**src/rtl/intersection_controller.sv**
```systemverilog
// Two-way intersection signal controller with pedestrian walk phase.
// Moore outputs are decoded from the state register; a 16-bit dwell counter times every phase.
module intersection_controller #(
   parameter int unsigned GREEN_MIN   = 10,
   parameter int unsigned GREEN_MAX   = 50,
   parameter int unsigned YELLOW_TIME = 5,
   parameter int unsigned ALLRED_TIME = 2,
   parameter int unsigned PED_TIME    = 20
) (
   input  logic       clk,
   input  logic       reset,
   input  logic       sensor_ns,
   input  logic       sensor_ew,
   input  logic       ped_req,
   output logic [1:0] light_ns,
   output logic [1:0] light_ew,
   output logic       walk,
   output logic [2:0] phase
);

   typedef enum logic [2:0] {
      S_NSG   = 3'd0,
      S_NSY   = 3'd1,
      S_AR_NS = 3'd2,
      S_EWG   = 3'd3,
      S_EWY   = 3'd4,
      S_AR_EW = 3'd5,
      S_WALK  = 3'd6
   } state_e;

   typedef enum logic {
      DIR_NS = 1'b0,
      DIR_EW = 1'b1
   } dir_e;

   localparam logic [1:0] LIGHT_RED    = 2'b01;
   localparam logic [1:0] LIGHT_YELLOW = 2'b10;
   localparam logic [1:0] LIGHT_GREEN  = 2'b11;

   // Terminal counter values: a dwell of N cycles ends on the cycle whose count is N-1.
   localparam logic [15:0] GMIN_LAST = 16'(GREEN_MIN - 1);
   localparam logic [15:0] GMAX_LAST = 16'(GREEN_MAX - 1);
   localparam logic [15:0] YEL_LAST  = 16'(YELLOW_TIME - 1);
   localparam logic [15:0] AR_LAST   = 16'(ALLRED_TIME - 1);
   localparam logic [15:0] PED_LAST  = 16'(PED_TIME - 1);

   state_e      state_q, state_d;
   logic [15:0] cnt_q, cnt_d;
   logic        ped_pending_q, ped_pending_d;
   dir_e        last_dir_q, last_dir_d;

   // NOTE: sequential state uses non-blocking assignments so every register samples pre-edge values.
   always_ff @(posedge clk or posedge reset) begin
      if (reset) begin
         state_q       <= S_AR_EW;
         cnt_q         <= 16'd0;
         ped_pending_q <= 1'b0;
         last_dir_q    <= DIR_EW;
      end else begin
         state_q       <= state_d;
         cnt_q         <= cnt_d;
         ped_pending_q <= ped_pending_d;
         last_dir_q    <= last_dir_d;
      end
   end

   // NOTE: every combinational output gets a default first so no path can infer a latch.
   always_comb begin
      state_d    = state_q;
      last_dir_d = last_dir_q;

      unique case (state_q)
         S_NSG: begin
            if ((sensor_ew || ped_pending_q) &&
                ((cnt_q >= GMIN_LAST && !sensor_ns) || cnt_q >= GMAX_LAST))
               state_d = S_NSY;
         end
         S_NSY: begin
            if (cnt_q == YEL_LAST) state_d = S_AR_NS;
         end
         S_AR_NS: begin
            if (cnt_q == AR_LAST) begin
               last_dir_d = DIR_NS;
               state_d    = ped_pending_q ? S_WALK : S_EWG;
            end
         end
         S_EWG: begin
            if ((sensor_ns || ped_pending_q) &&
                ((cnt_q >= GMIN_LAST && !sensor_ew) || cnt_q >= GMAX_LAST))
               state_d = S_EWY;
         end
         S_EWY: begin
            if (cnt_q == YEL_LAST) state_d = S_AR_EW;
         end
         S_AR_EW: begin
            if (cnt_q == AR_LAST) begin
               last_dir_d = DIR_EW;
               state_d    = ped_pending_q ? S_WALK : S_NSG;
            end
         end
         S_WALK: begin
            if (cnt_q == PED_LAST) state_d = (last_dir_q == DIR_NS) ? S_EWG : S_NSG;
         end
         default: state_d = S_AR_EW;
      endcase

      // Counter restarts on any state change, otherwise counts up and saturates.
      if (state_d != state_q)      cnt_d = 16'd0;
      else if (cnt_q == 16'hFFFF)  cnt_d = cnt_q;
      else                         cnt_d = cnt_q + 16'd1;

      // Entering WALK serves the request and wins over a simultaneous new press.
      if (state_d == S_WALK && state_q != S_WALK) ped_pending_d = 1'b0;
      else if (ped_req && state_q != S_WALK)      ped_pending_d = 1'b1;
      else                                        ped_pending_d = ped_pending_q;
   end

   always_comb begin
      light_ns = LIGHT_RED;
      light_ew = LIGHT_RED;
      walk     = 1'b0;
      phase    = state_q;
      unique case (state_q)
         S_NSG:   light_ns = LIGHT_GREEN;
         S_NSY:   light_ns = LIGHT_YELLOW;
         S_EWG:   light_ew = LIGHT_GREEN;
         S_EWY:   light_ew = LIGHT_YELLOW;
         S_WALK:  walk     = 1'b1;
         default: ;
      endcase
   end

endmodule

```
**config.mk**
```make
export PLATFORM = sky130hd
export DESIGN_NAME = intersection_controller
export DESIGN_NICKNAME = d
export VERILOG_FILES = /design/src/rtl/intersection_controller.sv
export SDC_FILE = /design/constraint.sdc
export NUM_CORES = 1
export LEC_CHECK = 0
export CAP_MARGIN = 20
export CORE_MARGIN = 8
export CORE_UTILIZATION = 42
export CTS_BUF_LIST = sky130_fd_sc_hd__clkbuf_4 sky130_fd_sc_hd__clkbuf_8 sky130_fd_sc_hd__clkbuf_16
export CTS_CLUSTER_DIAMETER = 100
export DETAILED_ROUTE_END_ITERATION = 16
export GPL_TIMING_DRIVEN = 0
export PLACE_DENSITY = 0.6
export SLEW_MARGIN = 20
export SYNTH_ARGS = -nofsm -noshare
export SYNTH_HDL_FRONTEND = slang
export SYNTH_SLANG_ARGS = --single-unit
```
**constraint.sdc**
```tcl
create_clock -name clk -period 2.07 [get_ports clk]
set_input_delay 0.414 -clock clk [delete_from_list [all_inputs] [get_ports clk]]
set_output_delay 0.414 -clock clk [all_outputs]
set_load 0.03 [all_outputs]
```
==> impl_metrics.ini <==
[sta]
clock_skew_ns = 0.00143
drv_slew = 0
fin_ws_ns = -0.335
fin_crit_sh = 1.16
setup_viol = 17
finalHoldViolations = 0
max_clock_freq_ghz = 0.416
maxSlewHeadroom = 0.458
tightest_slew_ns = 0.812
rsz0062_at_grt = yes
period_needed_ns = 2.40
tns_ns = -5.06

[floorplan]
io_pins = 13
rows = 22
coreArea_mm2 = 0.00366
die_area_mm2 = 0.00604
die_w_um = 77.7
initial_core_util = 0.437
fp.dieH_um = 77.7

[power_and_ir_drop]
p_per_area_mw_per_mm2 = 1140
p_leak_uw = 0.000843
peakVddDrop_uv = 817

[yosys]
ys_ff_latch = 21
yosysTopAreaCellShare = 0.281
yosys.area.top_type = dfrtp_1
synth_area_leaders = dfrtp_1 28%, nor2_4 6.3%, dfstp_2 4.9%, nand2_1 3.8%, nand3_1 3.4%
synthDistinctLibCells = 50
synth_most_common_cell = dfrtp_1
ys_seq_area_frac = 0.331
synthesis.area_mm2 = 0.00160
synth_warnings = 0
async_reset_ff_frac = 1.00
synth_edf_count = 0
syn_inst = 177
syn_area_per_cell_um2 = 9.04
ys_top_cells_by_count = 18 x dfrtp_1, 16 x nand2_1, 12 x nor2_1
synthFlopType = dfrtp_1
synth_nets = 186

[global_routing]
grt_use_met3 = 0.0300
grt_pass1_vias = 1441
use_met1 = 0.173
overflow = 0
gr-usage-all-layers = 0.138
grt_pass1_wl_mm = 6.98
gr-max-usage-layer = met2
grt_max_degree = 22
use_met2 = 0.225
antenna_found_initial = 0

[clock_network]
clk_pin_slew_ns = 0.07
cts_root_buf = clkbuf_8
cts_tree = built
clk_latency_ns = 0.25
cts.sinks = 21
numCtsBuffers = 3
hold_buffers = 0
cts_max_level = 1
clockBufferDepth = 2

[place]
io_buffers = 12
gp_congestion = 0.854
dpl.hpwl_mm = 2.88
placed_cell_area_mm2 = 0.00182

[critical_path]
path_delay_family = simple AND/OR/NAND/NOR gates
cp-end-kind = flop
cp.arrival_ns = 2.55
crit_chain = or4_4 -> nor4_4 -> mux2i_1 -> o32a_2 -> nor3_4 -> o21ai_4 -> buf_12 -> nor2_4
required_ns = 2.21
cp_slowest_stage_delay_ns = 0.58
crit_path_top_delay_cell = or4_4
crit_type = reg -> reg
crit_path_max_fanout = 10
startpoint_type = flop
crit_buf_inv = 1

[drt]
vias = 1447
firstDrtPassIters = 4
drc = 0
routed_wl_mm = 4.04
viasPerCell = 5.72
drtAntennaViolNets = 0
wl_per_cell_um = 16.0
drt-initial-drc-count = 107

[run_status]
failed_checks = setup timing
outcome = finished with violations

[layout]
antenna_cells = 0
drive_above_1_share = 0.341
final_nets = 215
fin_area_mm2 = 0.00204
area_delta_synth_final_pct = 27.6

[flow_run]
maxCapViolCount = 0

[min_path]
hold_path.class = reg -> reg
==> sequential cells by signal (all words and copies together) (netlist names) <==
| register | count |
|---|---|
| last_dir_q | 1 |
| phase | 3 |
| cnt_q | 16 |
| ped_pending_q | 1 |
==> metal layers <==
| layer | up-vias | wire (µm) |
|---|---|---|
| li1 | 698 | - |
| met1 | 706 | 1860 |
| met2 | 35 | 1920 |
| met3 | 8 | 170 |
| met4 | 0 | 86 |
| met5 | - | 0 |
==> layout make-up <==
class | instances | area [µm²]
multi-input cells | 140 | 1100
inverters | 9 | 33.8
fillers | 333 | 1620
plain buffers | 5 | 41.3
clock buffers | 4 | 48.8
repair buffers | 26 | 223
well taps | 48 | 60.1
flip-flops and latches | 21 | 536
==> power breakdown <==
part           internal [µW]  switching, µW  total (µW)
Sequential               498           81.1         579
Clock                    150            129         278
Combinational            617            847        1460
Total                   1260           1060        2320
==> what timing repair did <==
action / CTS / global route
pin swaps: 2 / 2
buffers inserted: 9 / 5
endpoints found under the setup margin: 23 / 23
resized for setup: 25 / 15
==> cell usage in the layout (no fill, tap or decap), types with 3 or more instances in the layout <==
cell type,count
a21oi_1,3
and3_1,7
buf_2,3
buf_4,13
clkbuf_8,3
clkdlybuf4s50_1,6
dfrtp_1,13
dfrtp_2,5
dfstp_2,3
dlygate4sd2_1,3
inv_1,7
nand2_1,16
nand3_1,11
nand4_1,4
nor2_1,12
nor2_4,9
nor3_1,4
nor3_4,3
nor4_1,3
o21ai_0,8
xnor2_1,6
xor2_1,5
==> worst reg2reg max path: stages, from the launching register on <==
cell	delay (ns)
dfrtp_2	0.44
or4_4	0.58
nor4_4	0.33
mux2i_1	0.21
o32a_2	0.19
nor3_4	0.05
o21ai_4	0.23
buf_12	0.21
nor2_4	0.05
==> logic make-up (layout without fill, tap and decap cells) <==
logic type | count (synthesis) | in the layout | synth area share
XOR/XNOR | 11 | 11 | 0.0602
AO/OA/AOI/OAI | 31 | 31 | 0.143
AND/OR/NAND/NOR | 93 | 93 | 0.380
buffers and inverters | 16 | 44 | 0.0485
flip-flops | 21 | 21 | 0.331
multiplexers | 1 | 1 | 0.00626
adder cells (fa/ha/maj) | 4 | 4 | 0.0313
==> per-stage QoR <==
step	util	worst slack, ns	power [µW]	std cells	hold WS, ns
floorplan	-	-0.193	1560	177	0.388
global placement	0.496	-0.478	1890	237	0.561
detailed placement	0.496	-0.476	1900	237	0.567
CTS	0.538	-0.357	2290	248	0.581
global route	0.558	-0.412	2480	253	0.644
finish	0.558	-0.335	2320	253	0.586
==> path summary, 6_finish.rpt <==
kind | start | endpoint | slack, ns | depth (start not counted)
worst max-delay path | cnt_q[15]$_DFFE_PP0P_ | cnt_q[10]$_DFFE_PP0P_ | -0.33 | 8
worst min-delay path | last_dir_q$_DFFE_PP1P_ | last_dir_q$_DFFE_PP1P_ | 0.59 | 2
worst max register to register | cnt_q[15]$_DFFE_PP0P_ | cnt_q[10]$_DFFE_PP0P_ | -0.33 | 8
worst min register to register | last_dir_q$_DFFE_PP1P_ | last_dir_q$_DFFE_PP1P_ | 0.59 | 2
max in group asynchronous | reset | cnt_q[9]$_DFFE_PP0P_ | 0.90 | 2
min in group asynchronous | reset | phase[1]$_DFF_PP0_ | 0.62 | 2
(Power assumes the default switching activity.)
